--- config.mk ---
export PLATFORM = sky130hd
export DESIGN_NAME = if_prefetch
export DESIGN_NICKNAME = d
export VERILOG_FILES = /design/src/rtl/mips_pkg.sv /design/src/rtl/fetch_queue.sv /design/src/rtl/if_prefetch.sv
export SDC_FILE = /design/constraint.sdc
export NUM_CORES = 1
export LEC_CHECK = 0
export ABC_AREA = 1
export CORE_MARGIN = 2
export CORE_UTILIZATION = 60
export DETAILED_ROUTE_END_ITERATION = 16
export MAX_ROUTING_LAYER = met4
export PLACE_DENSITY = 0.79
export RECOVER_POWER = 50
export SLEW_MARGIN = 10
export SYNTH_ARGS = -nofsm -noshare
export SYNTH_HDL_FRONTEND = slang
export SYNTH_HIERARCHICAL = 1
export SYNTH_SLANG_ARGS = --single-unit
--- constraint.sdc ---
create_clock -name clk -period 8.5 [get_ports clk]
set_clock_uncertainty 0.2 [all_clocks]
set_input_delay 1.7 -clock clk [delete_from_list [all_inputs] [get_ports clk]]
set_output_delay 1.7 -clock clk [all_outputs]
set_load 0.01 [all_outputs]
--- src/rtl/mips_pkg.sv ---
// Shared constants and types for the MIPS R2000 front end.
// Fetch entries pair each instruction word with the PC it was fetched from.
package mips_pkg;

  localparam logic [31:0] NOP_INST   = 32'h0000_0000;
  localparam logic [31:0] EXCEPT_VEC = 32'h8000_0080;
  localparam logic [31:0] RESET_VEC  = 32'h0000_0000;

  typedef struct packed {
    logic [31:0] pc;
    logic [31:0] inst;
  } fetch_entry_t;

endpackage

--- src/rtl/fetch_queue.sv ---
// Prefetch FIFO of {pc, inst} entries plus an in-order tag FIFO holding the
// address of every request still waiting for its memory response.
module fetch_queue
  import mips_pkg::*;
#(
  parameter  int DEPTH = 4,
  localparam int PW    = $clog2(DEPTH),
  localparam int CW    = $clog2(DEPTH + 1)
) (
  input  logic         clk,
  input  logic         rst,
  input  logic         tag_push_i,
  input  logic [31:0]  tag_pc_i,
  input  logic         rsp_i,
  input  logic         rsp_keep_i,
  input  logic [31:0]  rsp_inst_i,
  input  logic         pop_i,
  input  logic         flush_i,
  output logic [CW-1:0] count_o,
  output fetch_entry_t head_o
);

  fetch_entry_t  mem_q [DEPTH];
  logic [31:0]   tag_q [DEPTH];
  logic [PW-1:0] wr_ptr_q, wr_ptr_d;
  logic [PW-1:0] rd_ptr_q, rd_ptr_d;
  logic [PW-1:0] tag_wr_q, tag_rd_q;
  logic [CW-1:0] count_q, count_d;
  logic          push;
  logic          pop;

  // Every response retires a tag, even a discarded one, so tags stay aligned.
  assign push = rsp_i && rsp_keep_i && !flush_i;
  assign pop  = pop_i && !flush_i && (count_q != '0);

  always_comb begin
    wr_ptr_d = wr_ptr_q;
    rd_ptr_d = rd_ptr_q;
    count_d  = count_q;
    if (flush_i) begin
      wr_ptr_d = '0;
      rd_ptr_d = '0;
      count_d  = '0;
    end else begin
      if (push) wr_ptr_d = wr_ptr_q + PW'(1);
      if (pop)  rd_ptr_d = rd_ptr_q + PW'(1);
      case ({push, pop})
        2'b10:   count_d = count_q + CW'(1);
        2'b01:   count_d = count_q - CW'(1);
        default: count_d = count_q;
      endcase
    end
  end

  always_ff @(posedge clk) begin
    if (rst) begin
      wr_ptr_q <= '0;
      rd_ptr_q <= '0;
      count_q  <= '0;
      tag_wr_q <= '0;
      tag_rd_q <= '0;
    end else begin
      wr_ptr_q <= wr_ptr_d;
      rd_ptr_q <= rd_ptr_d;
      count_q  <= count_d;
      if (tag_push_i) tag_wr_q <= tag_wr_q + PW'(1);
      if (rsp_i)      tag_rd_q <= tag_rd_q + PW'(1);
    end
  end

  always_ff @(posedge clk) begin
    if (push)       mem_q[wr_ptr_q] <= {tag_q[tag_rd_q], rsp_inst_i};
    if (tag_push_i) tag_q[tag_wr_q] <= tag_pc_i;
  end

  assign count_o = count_q;
  assign head_o  = mem_q[rd_ptr_q];

endmodule

--- src/rtl/if_prefetch.sv ---
// Instruction-fetch stage: runs ahead of ID through a prefetch queue, handles
// stalls and branch/exception redirects, and drops responses to stale fetches.
module if_prefetch
  import mips_pkg::*;
#(
  parameter int              XLEN      = 32,
  parameter int              DEPTH     = 4,
  parameter logic [XLEN-1:0] RESET_PC  = RESET_VEC,
  parameter logic [XLEN-1:0] EXCEPT_PC = EXCEPT_VEC
) (
  input  logic            clk,
  input  logic            rst,
  input  logic            hold_pc,
  input  logic            hold_if,
  input  logic            br,
  input  logic [XLEN-1:0] pc_branch,
  input  logic            except,
  output logic            imem_req,
  output logic [XLEN-1:0] imem_addr,
  input  logic            imem_valid,
  input  logic [XLEN-1:0] imem_data,
  output logic [XLEN-1:0] pc_out,
  output logic [XLEN-1:0] inst_out,
  output logic            inst_valid
);

  localparam int CW = $clog2(DEPTH + 1);

  logic [XLEN-1:0] fpc_q, fpc_d;
  logic [CW-1:0]   outstanding_q, outstanding_d;
  logic [CW-1:0]   discard_q, discard_d;
  logic [XLEN-1:0] pc_out_q, pc_out_d;
  logic [XLEN-1:0] inst_out_q, inst_out_d;
  logic            inst_valid_q, inst_valid_d;
  logic [CW-1:0]   q_count;
  logic [CW:0]     in_use;
  logic            redirect;
  logic            keep;
  logic            pop;
  fetch_entry_t    head;

  // Memory handshake: imem_req has no ready; memory takes every request and
  // answers each with exactly one imem_valid pulse, in request order.
  assign redirect  = except | br;
  assign in_use    = {1'b0, q_count} + {1'b0, outstanding_q};
  assign imem_req  = !rst && !hold_pc && !redirect && (in_use < (CW+1)'(DEPTH));
  assign imem_addr = fpc_q;
  assign keep      = !redirect && (discard_q == '0);
  assign pop       = !hold_if && !redirect && (q_count != '0);

  fetch_queue #(.DEPTH(DEPTH)) u_queue (
    .clk        (clk),
    .rst        (rst),
    .tag_push_i (imem_req),
    .tag_pc_i   (imem_addr),
    .rsp_i      (imem_valid),
    .rsp_keep_i (keep),
    .rsp_inst_i (imem_data),
    .pop_i      (pop),
    .flush_i    (redirect),
    .count_o    (q_count),
    .head_o     (head)
  );

  always_comb begin
    fpc_d         = fpc_q;
    outstanding_d = outstanding_q + CW'(imem_req) - CW'(imem_valid);
    discard_d     = discard_q;
    pc_out_d      = pc_out_q;
    inst_out_d    = inst_out_q;
    inst_valid_d  = inst_valid_q;
    if (redirect) begin
      fpc_d        = except ? EXCEPT_PC : pc_branch;
      // Whatever is still in flight after this cycle belongs to the old path.
      discard_d    = outstanding_q - CW'(imem_valid);
      inst_out_d   = NOP_INST;
      inst_valid_d = 1'b0;
    end else begin
      if (imem_req) fpc_d = fpc_q + XLEN'(4);
      if (imem_valid && (discard_q != '0)) discard_d = discard_q - CW'(1);
      if (!hold_if) begin
        if (q_count != '0) begin
          pc_out_d     = head.pc;
          inst_out_d   = head.inst;
          inst_valid_d = 1'b1;
        end else begin
          inst_out_d   = NOP_INST;
          inst_valid_d = 1'b0;
        end
      end
    end
  end

  always_ff @(posedge clk) begin
    if (rst) begin
      fpc_q         <= RESET_PC;
      outstanding_q <= '0;
      discard_q     <= '0;
      pc_out_q      <= '0;
      inst_out_q    <= '0;
      inst_valid_q  <= 1'b0;
    end else begin
      fpc_q         <= fpc_d;
      outstanding_q <= outstanding_d;
      discard_q     <= discard_d;
      pc_out_q      <= pc_out_d;
      inst_out_q    <= inst_out_d;
      inst_valid_q  <= inst_valid_d;
    end
  end

  assign pc_out     = pc_out_q;
  assign inst_out   = inst_out_q;
  assign inst_valid = inst_valid_q;

endmodule

==> impl_metrics.yaml, run 1 <==
drt:
  viasPerCell: 5.782
  route.detailed.drc: 0
  wire_per_inst_um: 18.74
  routed_wl_um: 44920
  ant_nets: 0
  num_vias: 13860
  drt-initial-drc-count: 1262
  firstDrtPassIters: 5
worst_setup_path:
  path_cells: "dlygate4sd3_1, nor2_8, nand2_1, nor3_4, clkdlybuf4s50_1"
  arrival_ps: 5000
  crit_required_ps: 6600
  path_delay_family: "simple AND/OR/NAND/NOR gates"
  start_kind: "input pin"
  slowest_stage: "nor3_4"
  critical_path_buf_inv_count: 2
  r2r_setup_slack_ps: 3230
  slowest_delay_ps: 850
  worstReg2RegEnd: "u_queue/mem_q[0][33]$_DFFE_PP_"
  path_max_fanout: 35
  crit_path_end_kind: "output pin"
  ff2ff_path_depth: 4
  critPathKind: "in -> out"
clock_tree:
  numCtsBuffers: 48
  path_clk_slew_ps: 60
  post_cts_resized: 0
  postCtsSetupBuffers: 0
  cts-hold-fix-buffers: 0
  htree_levels: 2
  cts_root_buf: "clkbuf_16"
  insertion_delay_ps: 550
  clock_path_buffers: 3
  tritoncts: "done"
  cts.sinks: 502
synthesis:
  ys_dominant_reg_cell: "edfxtp_1"
  yosysSeqAreaShare: 0.6985
  synth_fp_nets: 1861
  synth.most_common_cell: "edfxtp_1"
  yosys.area.top_type_share: 0.5797
  yosys_warnings: 6
  synth-seq-cells: 502
  synth_top_family_by_area: "simple AND/OR/NAND/NOR gates"
  synth_fa_ha_area_frac: 0.01334
  synthCells: 1770
  ys_types: 41
  synth_top_cell_by_area: "edfxtp_1"
  async_flop_share: 0
  yosys-top-cells-count: "384 x edfxtp_1, 357 x nor2_1, 204 x o21ai_0"
  synth_xor_area_frac: 0.002642
  synth-simple-area-share: 0.1237
  synthTopCellsByArea: "edfxtp_1 58%, dfxtp_1 12%, nor2_1 6.7%"
  synth_compound_area_frac: 0.1198
  synth_area_um2: 19890
  muxShareOfSynthArea: 0
  postSynthAreaPerCell_um2: 11.24
  synth_edf_count: 384
pwr:
  vdd_drop_max_mv: 0.1434
  p_leak_nw: 8.279
  power.density_nw_per_um2: 218.6
global_routing:
  grt_usage: 0.2680
  grt-ovfl-total: 0
  grt_max_degree: 85
  grt_antenna_before_repair: 1
  grt_pass1_vias: 13420
  grt_pass1_wl_um: 69750
timing:
  hold_violations: 0
  period_needed_ps: 6902
  slew_headroom: -0.6904
  finalMaxSlewViolations: 131
  fin_tns_setup_ps: 0
  rsz0062_at_grt: "false"
  min_period_over_period: 0.8120
  finalSetupViolCount: 0
  tightestPinTransition_ps: 2536
  max_freq_ghz: 0.1449
status:
  violations: "max-capacitance violations, max-slew violations"
  outcome: "complete, but fails checks"
placement:
  portBuffers: 168
  gp_congestion: 0.9269
  dp_hpwl_um: 27110
cells_and_area:
  drive_gt1_frac: 0.05940
  layout.nets: 2004
  area_delta_synth_final_pct: 17.83
  num-fill-cells: 2116
  final_util: 0.7185
floorplanning:
  initial_utilization: 0.6098
  pin_count: 169
  core_um2: 32620
  rows: 66
  fp.dieArea_um2: 34620
  die_h_um: 186.1
  die_x_um: 186.1
min_path:
  hp-start: "u_queue/tag_rd_q[1]$_SDFFE_PP0P_"
  holdPathEnd: "u_queue/tag_rd_q[1]$_SDFFE_PP0P_"
  holdCritPathClass: "reg -> reg"
  min_path_cells: 1
job:
  drv_cap: 3
-- cell families after synthesis --
family	Yosys count
flip-flops	502
buffers and inverters	176
AND/OR/NAND/NOR	619
AO/OA/AOI/OAI	447
adder cells (fa/ha/maj)	20
XOR/XNOR	6
-- metrics by stage --
| step | hold slack [ps] | setup WS, ps | std cells | total power [mW] | cell area (µm²) |
|---|---|---|---|---|---|
| 2_1_floorplan | 211.5 | 2503 | 1770 | 2.878 | 19890 |
| 3_3_place_gp | 221.9 | 2422 | 2305 | 2.982 | 21790 |
| 3_5_place_dp | 239.8 | 2373 | 2305 | 2.992 | 21790 |
| 4_1_cts | 254.1 | 2355 | 2395 | 5.145 | 23440 |
| 5_1_grt | 280.6 | 1373 | 2396 | 5.274 | 23430 |
| 6_report | 248.4 | 1598 | 2397 | 5.123 | 23440 |
-- worst reg2reg max path, stage by stage (launching register included) --
cell and delay (ps):
dfxtp_1 310, clkbuf_1 1790, inv_1 1750, o21ai_0 640, o22ai_1 270
-- state kept, by name, indices dropped and copies added (netlist names), named ones only --
name              count
u_queue/mem_q       256
u_queue/tag_q       128
imem_addr            32
inst_out             32
pc_out               32
discard_q             3
outstanding_q         3
u_queue/count_o       3
u_queue/rd_ptr_q      2
u_queue/tag_rd_q      2
u_queue/tag_wr_q      2
u_queue/wr_ptr_q      2
inst_valid            1
-- metal layers --
| metal | wire (µm) | up-vias | global-route usage |
|---|---|---|---|
| li1 | - | 6513 | - |
| met1 | 18760 | 6666 | 0.3515 |
| met2 | 21770 | 607 | 0.4396 |
| met3 | 3490 | 74 | 0.04148 |
| met4 | 903 | 0 | 0.07496 |
| met5 | 0 | - | - |
-- report_power, final --
group / switching, mW / internal [mW]
Combinational: 0.144 / 0.0880
Sequential: 0.0343 / 2.67
Clock: 0.876 / 1.31
-- how the worst max path moves through the flow --
stage,start,endpoint,slack [ps],cells after the start
final,except,imem_req,1600,5
after global routing,except,imem_req,1370,5
after CTS,except,imem_req,2360,5
after detailed placement,except,imem_req,2370,5
after global placement,except,imem_req,2420,5
after floorplan,except,u_queue/mem_q[0][0]$_DFFE_PP_,2500,7
-- cells in the final DEF (no fill, tap or decap), types with 4 or more instances in the layout --
| cell | netlist | layout |
|---|---|---|
| xor2_1 | 4 | 4 |
| nand3_1 | 47 | 47 |
| a21oi_1 | 74 | 74 |
| nor2_4 | 0 | 5 |
| clkinv_1 | 0 | 6 |
| clkbuf_1 | 43 | 12 |
| edfxtp_1 | 384 | 384 |
| dfxtp_1 | 118 | 116 |
| dlygate4sd3_1 | 0 | 100 |
| ha_1 | 18 | 18 |
| inv_1 | 74 | 76 |
| o21ai_1 | 64 | 61 |
| buf_4 | 5 | 20 |
| clkinv_2 | 0 | 8 |
| nand4_1 | 4 | 4 |
| clkbuf_8 | 0 | 5 |
| o22ai_1 | 96 | 96 |
| clkdlybuf4s50_1 | 0 | 68 |
| bufinv_16 | 0 | 6 |
| o21ai_0 | 204 | 207 |
| or2_2 | 5 | 5 |
| nor2_1 | 357 | 352 |
| clkbuf_16 | 0 | 50 |
| nand2_1 | 195 | 196 |
-- layout make-up --
cell class | count | area (µm²) | area share
diodes | 2 | 5.005 | 0.0002135
repair buffers | 190 | 1839 | 0.07848
multi-input cells | 1092 | 5192 | 0.2216
flip-flops and latches | 502 | 13900 | 0.5930
well taps | 442 | 553.0 | 0.02360
clock buffers | 65 | 1358 | 0.05793
clock inverters | 25 | 291.5 | 0.01244
inverters | 79 | 299.0 | 0.01276
No activity file was read; power rests on OpenSTA's default activity.
==> run 2, diff against run 1 <==
--- a/config.mk
+++ b/config.mk
@@ -7,10 +7,10 @@
 export LEC_CHECK = 0
 export ABC_AREA = 1
 export CORE_MARGIN = 2
-export CORE_UTILIZATION = 60
+export CORE_UTILIZATION = 58
 export DETAILED_ROUTE_END_ITERATION = 16
 export MAX_ROUTING_LAYER = met4
-export PLACE_DENSITY = 0.79
+export PLACE_DENSITY = 0.77
 export RECOVER_POWER = 50
 export SLEW_MARGIN = 10
 export SYNTH_ARGS = -nofsm -noshare
==> constraint.sdc (replaced) <==
create_clock -name clk -period 6.5 [get_ports clk]
set_clock_uncertainty 0.2 [all_clocks]
set_input_delay 1.3 -clock clk [delete_from_list [all_inputs] [get_ports clk]]
set_output_delay 1.3 -clock clk [all_outputs]
set_load 0.01 [all_outputs]
==> run 2 against run 1 <==
Effect of this change:
- the flow still finishes with violations (max-capacitance violations, max-slew violations)
- critical path depth down 1
- largest cell class unchanged
- register-to-register slack worse by 2100 ps
- sequential share of layout area shrank 0.15 points
- combinational power is 29% higher
- total power up 32%
- critical path type is now reg -> reg
- final area is 0.26% higher
- clock power is 34% higher
- highest routed layer unchanged
- non-clock buffer count down 2
- setup slack got worse by 440 ps
- routed wire length is 2.8% lower
- sequential power grew 31%
- core utilization decreased by 1.9 points
==> impl_metrics.yaml, run 2 (synthesized netlist as in run 1, its figures left out) <==
cells_and_area:
  largest_register_ffs: 256
  layout.area.seq_um2: 13900
  layout.nets: 2004
  num-fill-cells: 2318
  top_register: "u_queue/mem_q"
  drive_gt1_frac: 0.06138
  layout_common_cells: "384 x edfxtp_1, 352 x nor2_1, 212 x o21ai_0, 195 x nand2_1, 116 x dfxtp_1"
  diodes: 0
  multi_input_area_um2: 5195
  area_delta_synth_final_pct: 18.14
  layout_commonest_cell: "edfxtp_1"
  reg.largest.list: "u_queue/mem_q: 256 flops, u_queue/tag_q: 128 flops"
timing:
  slew_headroom: -1.369
  fin_tns_setup_ps: 0
  period_needed_ps: 5343
  hold_violations: 0
  max_freq_ghz: 0.1872
  finalSetupViolCount: 0
  tightestPinTransition_ps: 3553
  min_period_over_period: 0.8220
  rsz0062_at_grt: "false"
  finalMaxSlewViolations: 279
worst_setup_path:
  r2r_setup_slack_ps: 1160
  path_max_fanout: 65
  start_kind: "register"
  crit_path_end_kind: "register"
  critPathKind: "reg -> reg"
  path_cells: "clkbuf_1, inv_1, o21ai_0, o22ai_1"
  crit_required_ps: 6520
  slowest_delay_ps: 1810
  slowest_stage: "clkbuf_1"
  worstReg2RegEnd: "u_queue/mem_q[2][32]$_DFFE_PP_"
  ff2ff_path_depth: 4
  arrival_ps: 5370
clock_tree:
  path_clk_slew_ps: 60
  tritoncts: "done"
  cts_root_buf: "clkbuf_16"
  cts.sinks: 502
  htree_levels: 2
  post_cts_resized: 0
  numCtsBuffers: 50
  clock_path_buffers: 3
  insertion_delay_ps: 550
  cts-hold-fix-buffers: 0
  postCtsSetupBuffers: 0
placement:
  dp_hpwl_um: 26090
  gp_congestion: 0.8773
  portBuffers: 168
floorplanning:
  die_x_um: 189.2
  fp.dieArea_um2: 35790
  core_um2: 33620
  rows: 67
  initial_utilization: 0.5917
  pin_count: 169
  die_h_um: 189.2
drt:
  viasPerCell: 5.748
  route.detailed.drc: 0
  firstDrtPassIters: 5
  routed_wl_um: 43650
  wire_per_inst_um: 18.16
  drt-initial-drc-count: 1224
  num_vias: 13810
  ant_nets: 0
pwr:
  vdd_drop_max_mv: 0.2151
  p_leak_nw: 8.328
  power.density_nw_per_um2: 287.8
  total_power_mw: 6.762
global_routing:
  grt_antenna_before_repair: 0
  grt_usage: 0.2521
  grt-ovfl-total: 0
  grt_max_degree: 83
  grt_pass1_wl_um: 69520
  grt_pass1_vias: 13650
min_path:
  hp-start: "u_queue/tag_rd_q[1]$_SDFFE_PP0P_"
  holdCritPathClass: "reg -> reg"
  min_path_cells: 1
status:
  outcome: "complete, but fails checks"
  violations: "max-capacitance violations, max-slew violations"
job:
  drv_cap: 4
[run 2: stage by stage]
stage          cells  worst slack [ps]  instance area (µm²)    util  hold WS [ps]
2_1_floorplan   1770             902.5                19890       -         211.5
4_1_cts         2403              1181                23510  0.6992         238.5
3_5_place_dp    2309              1176                21800  0.6484         230.7
6_report        2403              1157                23500  0.6990         244.1
3_3_place_gp    2309              1234                21800  0.6484         223.8
5_1_grt         2403             720.1                23500  0.6990         269.5
[run 2: final cells by class]
cell class                      instances  share of cell area
Sequential cell                       502              0.5915
Timing Repair Buffer                  188             0.07817
Inverter                               79             0.01273
Clock buffer                           62             0.05777
Clock inverter                         32             0.01491
Tap cell                              448             0.02386
Multi-Input combinational cell       1092              0.2211
[run 2: how the worst max path moves through the flow]
stage          startpoint                        endpoint  slack (ps)  cells past startpoint
2_1_floorplan      except   u_queue/mem_q[0][0]$_DFFE_PP_         900                      7
3_3_place_gp       except                        imem_req        1230                      5
3_5_place_dp       except                        imem_req        1180                      5
4_1_cts            except                        imem_req        1180                      5
5_1_grt          register  u_queue/mem_q[3][32]$_DFFE_PP_         720                      4
6_report         register  u_queue/mem_q[2][32]$_DFFE_PP_        1160                      4
[run 2: critical path: cells and delay by family, from the launching register on]
kind / cells / cell delay, ps
DFF: 1 / 300
buffers and inverters: 2 / 3530
AOI/OAI and AO/OA: 2 / 930
[run 2: routing by layer]
layer  GRT usage  vias to the layer above  routed length, µm
li1            -                     6516                  -
met1      0.3317                     6587              18230
met2      0.4131                      641              21120
met3     0.03392                       68               3496
met4     0.07542                        0                803
met5           -                        -                  0
[run 2: power by group]
group	leakage, nW	switching, mW	internal, mW
logic	3.06	0.184	0.115
clock network	0.851	1.15	1.76
registers	4.42	0.0451	3.50
